==> config.mk <==
export PLATFORM = sky130hd
export DESIGN_NAME = reset_sequencer
export DESIGN_NICKNAME = d
export VERILOG_FILES = /design/src/rtl/reset_pkg.sv /design/src/rtl/reset_synchronizer.sv /design/src/rtl/reset_sequencer.sv
export SDC_FILE = /design/constraint.sdc
export NUM_CORES = 1
export LEC_CHECK = 0
export BUFFER_PORTS_ARGS = -buffer_cell sky130_fd_sc_hd__buf_4
export CORE_MARGIN = 10
export CORE_UTILIZATION = 59
export DETAILED_ROUTE_END_ITERATION = 10
export PLACE_DENSITY_LB_ADDON = 0.1
export SLEW_MARGIN = 40
export SYNTH_ARGS = -nofsm -noshare
export SYNTH_HDL_FRONTEND = slang
export SYNTH_SLANG_ARGS = --single-unit
==> constraint.sdc <==
create_clock -name i_clock -period 0.9 [get_ports i_clock]
set_input_delay 0.09 -clock i_clock [delete_from_list [all_inputs] [get_ports i_clock]]
set_output_delay 0.09 -clock i_clock [all_outputs]
set_load 0.05 [all_outputs]
==> src/rtl/reset_pkg.sv <==
// Shared types and sizing helpers for the staged reset sequencer.
package reset_pkg;

  typedef enum logic [1:0] {HOLD, RELEASE, RUN, SOFT} seq_state_t;

  // Counter width wide enough to reach the largest terminal count without wrapping.
  function automatic int cnt_width(input int a, input int b, input int c);
    int m;
    m = a;
    if (b > m) m = b;
    if (c > m) m = c;
    return $clog2(m) + 1;
  endfunction

endpackage

==> src/rtl/reset_synchronizer.sv <==
// Async-assert / sync-deassert reset synchroniser, plus a plain data synchroniser
// used for the asynchronous PLL lock input.
module reset_synchronizer #(
  parameter int STAGES = 2
) (
  input  logic clk,
  input  logic arst,
  output logic srst
);

  logic [STAGES-1:0] q;

  always_ff @(posedge clk or posedge arst) begin
    if (arst) q <= '1;
    else      q <= {q[STAGES-2:0], 1'b0};
  end

  assign srst = q[STAGES-1];

endmodule

module data_synchronizer #(
  parameter int STAGES = 2
) (
  input  logic clk,
  input  logic clr,
  input  logic d,
  output logic q
);

  logic [STAGES-1:0] sr;

  // Cleared by the raw reset so lock is re-sampled in step with the core reset release.
  always_ff @(posedge clk or posedge clr) begin
    if (clr) sr <= '0;
    else     sr <= {sr[STAGES-2:0], d};
  end

  assign q = sr[STAGES-1];

endmodule

==> src/rtl/reset_sequencer.sv <==
// Staged reset release: qualifies PLL lock, then drops reset domains one at a time
// (bit 0 first), re-asserting everything on lock loss or soft reset.
module reset_sequencer
  import reset_pkg::*;
#(
  parameter int NUM_RESETS       = 4,
  parameter int STAGE_CYCLES     = 4,
  parameter int LOCK_CYCLES      = 8,
  parameter int SOFT_HOLD_CYCLES = 16,
  parameter int SYNC_STAGES      = 2
) (
  input  logic                  i_clock,
  input  logic                  i_reset,
  input  logic                  i_lock,
  input  logic                  i_soft_reset,
  output logic [NUM_RESETS-1:0] o_reset,
  output logic                  o_ready
);

  localparam int CW = cnt_width(LOCK_CYCLES, STAGE_CYCLES, SOFT_HOLD_CYCLES);
  localparam int SW = $clog2(NUM_RESETS) + 1;

  logic rst_core;
  logic lock_s;

  reset_synchronizer #(.STAGES(SYNC_STAGES)) u_rst_sync (
    .clk  (i_clock),
    .arst (i_reset),
    .srst (rst_core)
  );

  data_synchronizer #(.STAGES(SYNC_STAGES)) u_lock_sync (
    .clk (i_clock),
    .clr (i_reset),
    .d   (i_lock),
    .q   (lock_s)
  );

  seq_state_t            state_q, state_d;
  logic [CW-1:0]         lock_cnt_q, lock_cnt_d;
  logic [CW-1:0]         stage_cnt_q, stage_cnt_d;
  logic [CW-1:0]         soft_cnt_q, soft_cnt_d;
  logic [SW-1:0]         stage_q, stage_d;
  logic [NUM_RESETS-1:0] rst_q, rst_d;
  logic                  ready_q, ready_d;

  always_ff @(posedge i_clock or posedge rst_core) begin
    if (rst_core) begin
      state_q     <= HOLD;
      lock_cnt_q  <= '0;
      stage_cnt_q <= '0;
      soft_cnt_q  <= '0;
      stage_q     <= '0;
      rst_q       <= '1;
      ready_q     <= 1'b0;
    end else begin
      state_q     <= state_d;
      lock_cnt_q  <= lock_cnt_d;
      stage_cnt_q <= stage_cnt_d;
      soft_cnt_q  <= soft_cnt_d;
      stage_q     <= stage_d;
      rst_q       <= rst_d;
      ready_q     <= ready_d;
    end
  end

  always_comb begin
    state_d     = state_q;
    lock_cnt_d  = lock_cnt_q;
    stage_cnt_d = stage_cnt_q;
    soft_cnt_d  = soft_cnt_q;
    stage_d     = stage_q;
    rst_d       = rst_q;
    ready_d     = ready_q;
    case (state_q)
      HOLD: begin
        rst_d   = '1;
        ready_d = 1'b0;
        if (!lock_s) begin
          lock_cnt_d = '0;
        end else if (lock_cnt_q == CW'(LOCK_CYCLES - 1)) begin
          state_d     = RELEASE;
          stage_d     = '0;
          stage_cnt_d = '0;
        end else begin
          lock_cnt_d = lock_cnt_q + CW'(1);
        end
      end
      RELEASE: begin
        if (!lock_s) begin
          state_d    = HOLD;
          lock_cnt_d = '0;
          rst_d      = '1;
          ready_d    = 1'b0;
        end else if (stage_cnt_q == CW'(STAGE_CYCLES - 1)) begin
          // Shifting a zero in from bit 0 keeps the released set contiguous.
          rst_d       = rst_q << 1;
          stage_cnt_d = '0;
          stage_d     = stage_q + SW'(1);
          if (stage_q == SW'(NUM_RESETS - 1)) begin
            state_d = RUN;
            ready_d = 1'b1;
          end
        end else begin
          stage_cnt_d = stage_cnt_q + CW'(1);
        end
      end
      RUN: begin
        if (!lock_s) begin
          state_d    = HOLD;
          lock_cnt_d = '0;
          rst_d      = '1;
          ready_d    = 1'b0;
        end else if (i_soft_reset) begin
          state_d    = SOFT;
          soft_cnt_d = '0;
          rst_d      = '1;
          ready_d    = 1'b0;
        end
      end
      SOFT: begin
        rst_d   = '1;
        ready_d = 1'b0;
        if (soft_cnt_q == CW'(SOFT_HOLD_CYCLES - 1)) begin
          state_d    = HOLD;
          lock_cnt_d = '0;
        end else begin
          soft_cnt_d = soft_cnt_q + CW'(1);
        end
      end
      default: begin
        state_d = HOLD;
        rst_d   = '1;
        ready_d = 1'b0;
      end
    endcase
  end

  assign o_reset = rst_q;
  assign o_ready = ready_q;

endmodule

==> summary.txt, run 1 <==
Floorplanning
  • Height of the die: 72.1 microns
  • Row count: 18
  • Initial Util: 63.4%
  • Chip width: between 70 and 80 microns
  • Ports: 9

Synth
  • Synth Area in Simple Gates: 19.6%
  • XOR/XNOR share of the synthesized area: 0%
  • Mapped Area: 1600 sq um
  • Synth top area share: 36.0%
  • Mux cell area share after synthesis: 1.96%
  • Post-synth EDFFs: 0
  • Compound-Gate Fraction of Synth Area: about a fifth
  • Syn nets: 180
  • Synth Instances: around 170
  • Largest area contributor in the netlist: dfrtp_1
  • Sequential area share after synthesis: a little under half
  • Top FF cell, synth: dfrtp_1
  • Area contributors post-synth: dfrtp_1 (36%), dfstp_2 (9.9%), ha_1 (7.8%), o21ai_0 (4.7%), nand2_1 (4.2%)
  • Synth Register Bits: 29
  • Commonest cells post-synth: dfrtp_1 (23), nand2_1 (18), o21ai_0 (15), inv_1 (12), ha_1 (10)
  • Ys Warns: 0
  • Most frequent cell after synthesis: dfrtp_1
  • Unique cell type count in the Yosys netlist: 41
  • Avg Inst Size Synth: between 9 and 10 sq um
  • Synth async-reset ratio: 100%
  • Synth Area in Adders: 7.82%
  • Largest family of logic cells by synthesized area: compound AO/OA/AOI/OAI gates

Placed design
  • I/O Buffers: 8
  • Setup WS pre-CTS: -0.873 ns
  • Gp weighted congestion: 0.839
  • HPWL Detailed: 3070 microns

Timing
  • Worst EP post-GRT repair: lock_cnt_q[4]$_DFFE_PP0P_/D
  • Worst EP kind: register data pin

Outcome
  • Status: stopped before the end
  • Tool error: [ERROR DPL-0038] Utilization greater than 100%, impossible to legalize
  • Last stage: 5_1_grt

Clock tree
  • H-tree levels: 2
  • CTS buffer count: 5
  • Clock sink total: 29
  • Clk root buf: clkbuf_4
  • Clock Tree Buf Depth: 2

Global routing
  • Largest net degree at the start of global routing: 26
==> through the flow <==
step	instance area [sq um]	utilization (%)	cells
2_1_floorplan	1670	-	166
3_3_place_gp	2120	84.2	251
3_5_place_dp	2120	84.2	251
4_1_cts	2470	98.1	269
==> repair_timing <==
| action | in CTS |
|---|---|
| hold buffers | 2 |
| gates resized for setup | 47 |
| setup buffers | 8 |
| pin swaps | 23 |
| setup endpoints to repair | 30 |
| hold endpoints to repair | 5 |
==> cell families after synthesis <==
group,after synthesis
other cells,1
mux,3
compound gates,51
buf+inv,15
simple gates,57
flops,29
fa+ha+maj,10
==> inputs of run 2 (changes only) <==
--- a/config.mk
+++ b/config.mk
@@ -7,9 +7,9 @@
 export LEC_CHECK = 0
 export BUFFER_PORTS_ARGS = -buffer_cell sky130_fd_sc_hd__buf_4
 export CORE_MARGIN = 10
-export CORE_UTILIZATION = 59
+export CORE_UTILIZATION = 40
 export DETAILED_ROUTE_END_ITERATION = 10
-export PLACE_DENSITY_LB_ADDON = 0.1
+export PLACE_DENSITY_LB_ADDON = 0.15
 export SLEW_MARGIN = 40
 export SYNTH_ARGS = -nofsm -noshare
 export SYNTH_HDL_FRONTEND = slang
==> summary.txt, run 2 <==
Floorplanning
  • Initial Util: 42.4%
  • Chip width: 83.2 microns
  • Height of the die: around 83 microns
  • Core footprint: 3770 sq um
  • Row count: 22
  • Ports: 9
  • Die area: ~7000 sq um

Synth
  • Synth Instances: 166
  • Synth top area share: 36.0%
  • Unique cell type count in the Yosys netlist: 41
  • Ys Warns: 0
  • Mapped Area: between 1500 and 2000 sq um
  • Area contributors post-synth: dfrtp_1 (36%), dfstp_2 (9.9%), ha_1 (7.8%), o21ai_0 (4.7%), nand2_1 (4.2%)
  • Synth async-reset ratio: 100%
  • Top FF cell, synth: dfrtp_1
  • Sequential area share after synthesis: 45.9%
  • Syn nets: 180
  • Synth Register Bits: 29
  • Avg Inst Size Synth: slightly below 10 sq um
  • Most frequent cell after synthesis: dfrtp_1
  • Largest area contributor in the netlist: dfrtp_1
  • Post-synth EDFFs: 0
  • Commonest cells post-synth: dfrtp_1 (23), nand2_1 (18), o21ai_0 (15), inv_1 (12), ha_1 (10)

Drt
  • Remaining DRCs: 0
  • Vias post-DR: 1558
  • Final wirelength: 4500 microns
  • Vias/cell: roughly 5.3
  • Routed Antenna Nets: 0
  • Drt pass-1 iters: 4
  • DR iter-0 viols: just under 70
  • Drt wl/cell: 15.4 microns

Placed design
  • I/O Buffers: 8
  • HPWL Detailed: 2820 microns
  • Gp weighted congestion: 0.811
  • Post-place instance area: 2120 sq um
  • Inst Count DP: 265

Clock tree
  • Clk root buf: clkbuf_8
  • H-tree levels: 2
  • Clock Latency Late Sink: approximately 0.28 ns
  • Clock sink total: 29
  • Clock Tree Buf Depth: 2
  • Worst-path clk slew: 0.06 ns
  • CTS buffer count: 5
  • CTS tree: yes

Setup path
  • Worst r2r src: soft_cnt_q[0]
  • Critical Path RT: 1.10 ns
  • Worst R2R Setup Slack: -0.88 ns
  • FF-to-FF End: lock_cnt_q[4]
  • Crit path from: soft_cnt_q[0]
  • Reg2reg path depth: 7
  • CP startpoint kind: flip-flop
  • Crit path kind: reg2reg
  • Critical path endpoint: lock_cnt_q[4]
  • Worst setup EP type: flip-flop
  • Critical path fanouts, max: 6
  • Critical Path AT: 1.99 ns

Global routing
  • Grt ovf: 0
  • Initial antenna violation count: 0
  • Vias in the first global route: 1608
  • First-pass GRT wire length: between 6000 and 7000 microns
  • Total global-route track usage: 11.6%
  • Largest net degree at the start of global routing: 26

Finish
  • Regs by FF count: lock_cnt_q (5), soft_cnt_q (5), stage_cnt_q (5)
  • Commonest cells after routing, fill and taps aside: buf_4 (57), dfrtp_1 (22), nand2_1 (14), buf_6 (10)
  • Synthesis-to-finish area growth: 67.1%
  • Post-layout nets: 258
  • Multi-input gate area: 1100 sq um
  • Commonest non-fill, non-tap cell in the layout: buf_4
  • Fin cells: 293
  • Final core utilization: between 70% and 80%
  • Antenna fix cells: 0
  • Fin area: 2670 sq um
  • Share of layout cells above drive strength 1: 56.3%
  • Fillers: 268
  • Reg area: approximately 730 sq um

Timing
  • Minimum clock period: 1.78 ns
  • Setup ws final: -0.885 ns
  • Part of the cycle the worst path needs: 198%
  • RSZ-0062 raised after global routing: yes
  • Final hold vios: 0
  • Peak Freq: 560 MHz
  • Max-slew violations: 0
  • Skew final: 0.00704 ns
  • Final setup fails: 30

Pwr
  • LEAKAGE: 1.22 nW
  • Power Density: 1690 nW/um^2
  • Max IR drop VDD: 0.00128 V
  • Total power: 4.51 mW

Outcome
  • Failing checks: negative setup slack
  • Status: finished, violations left

Job
  • Max Cap Viol: 0

Min path
  • Min-delay worst type: in2async
-- run 2: cell counts after synthesis --
Identical to the previous run, type by type.
-- run 2: layer usage --
metal  vias to the layer above  routed length, microns  global-route usage (%)  part of all wire, %
met1                       762                    1920                    12.5                   43
li1                        764                       -                       -                    -
met5                         -                       0                       0                    0
met2                        23                    2370                    21.0                   53
met3                         9                     121                    2.44                  2.7
met4                         0                      89                    5.08                  2.0
-- run 2: worst min-delay path by stage --
stage	from	endpoint	depth (start not counted)
finish	i_reset	u_lock_sync.sr[0]	3
detailed placement	i_reset	u_lock_sync.sr[0]	2
floorplan	i_reset	u_lock_sync.sr[0]	1
global route	i_reset	u_lock_sync.sr[0]	3
global placement	i_reset	u_lock_sync.sr[0]	2
CTS	i_reset	u_lock_sync.sr[0]	3
-- run 2: cell type report --
type / count / share of cell area [%]
clock buffers: 8 / 3.37
multi-input cells: 122 / 41.2
inverters: 12 / 1.69
well taps: 48 / 2.25
flip-flops and latches: 29 / 27.5
repair buffers: 74 / 24.0
-- run 2: power by group --
group          total, mW  leakage, nW  internal [mW]  switching (mW)
combinational       1.82        0.809          0.931           0.890
clock               1.11       0.0455          0.622           0.487
sequential          1.58        0.361           1.44           0.137
total               4.51         1.22           2.99            1.51
-- run 2: what timing repair did --
| action | CTS | global route |
|---|---|---|
| hold buffers | 2 | 0 |
| buffers inserted | 9 | 12 |
| endpoints found under the hold margin | 5 | 0 |
| pin swaps | 22 | 13 |
| endpoints found under the setup margin | 30 | 30 |
| resized for setup | 48 | 29 |
-- run 2: metrics by stage --
stage | worst slack [ns] | setup TNS (ns) | hold WS, ns
global placement | -0.745 | -15.07 | -0.0207
detailed placement | -0.843 | -16.03 | -0.0113
finish | -0.885 | -17.82 | 0.237
floorplan | -0.757 | -13.97 | -0.145
CTS | -0.833 | -17.57 | 0.239
global route | -0.981 | -19.66 | 0.253
-- run 2: cells by family after synthesis --
| logic type | count (synthesis) | synth area share (%) |
|---|---|---|
| other | 1 | 0.235 |
| multiplexers | 3 | 1.96 |
| adder cells (fa/ha/maj) | 10 | 7.82 |
| flip-flops | 29 | 45.9 |
| AND/OR/NAND/NOR | 57 | 19.6 |
| buffers and inverters | 15 | 3.76 |
| AO/OA/AOI/OAI | 51 | 20.8 |
-- run 2: critical path, cell delays in order, from the launching register on --
cell and delay [ns]:
dfrtp_1 0.36, ha_2 0.18, and3_4 0.19, ha_4 0.14, nand2b_4 0.12, o211ai_1 0.19
or3_1 0.38, a21oi_2 0.14
No activity file was read; power rests on OpenSTA's default activity.
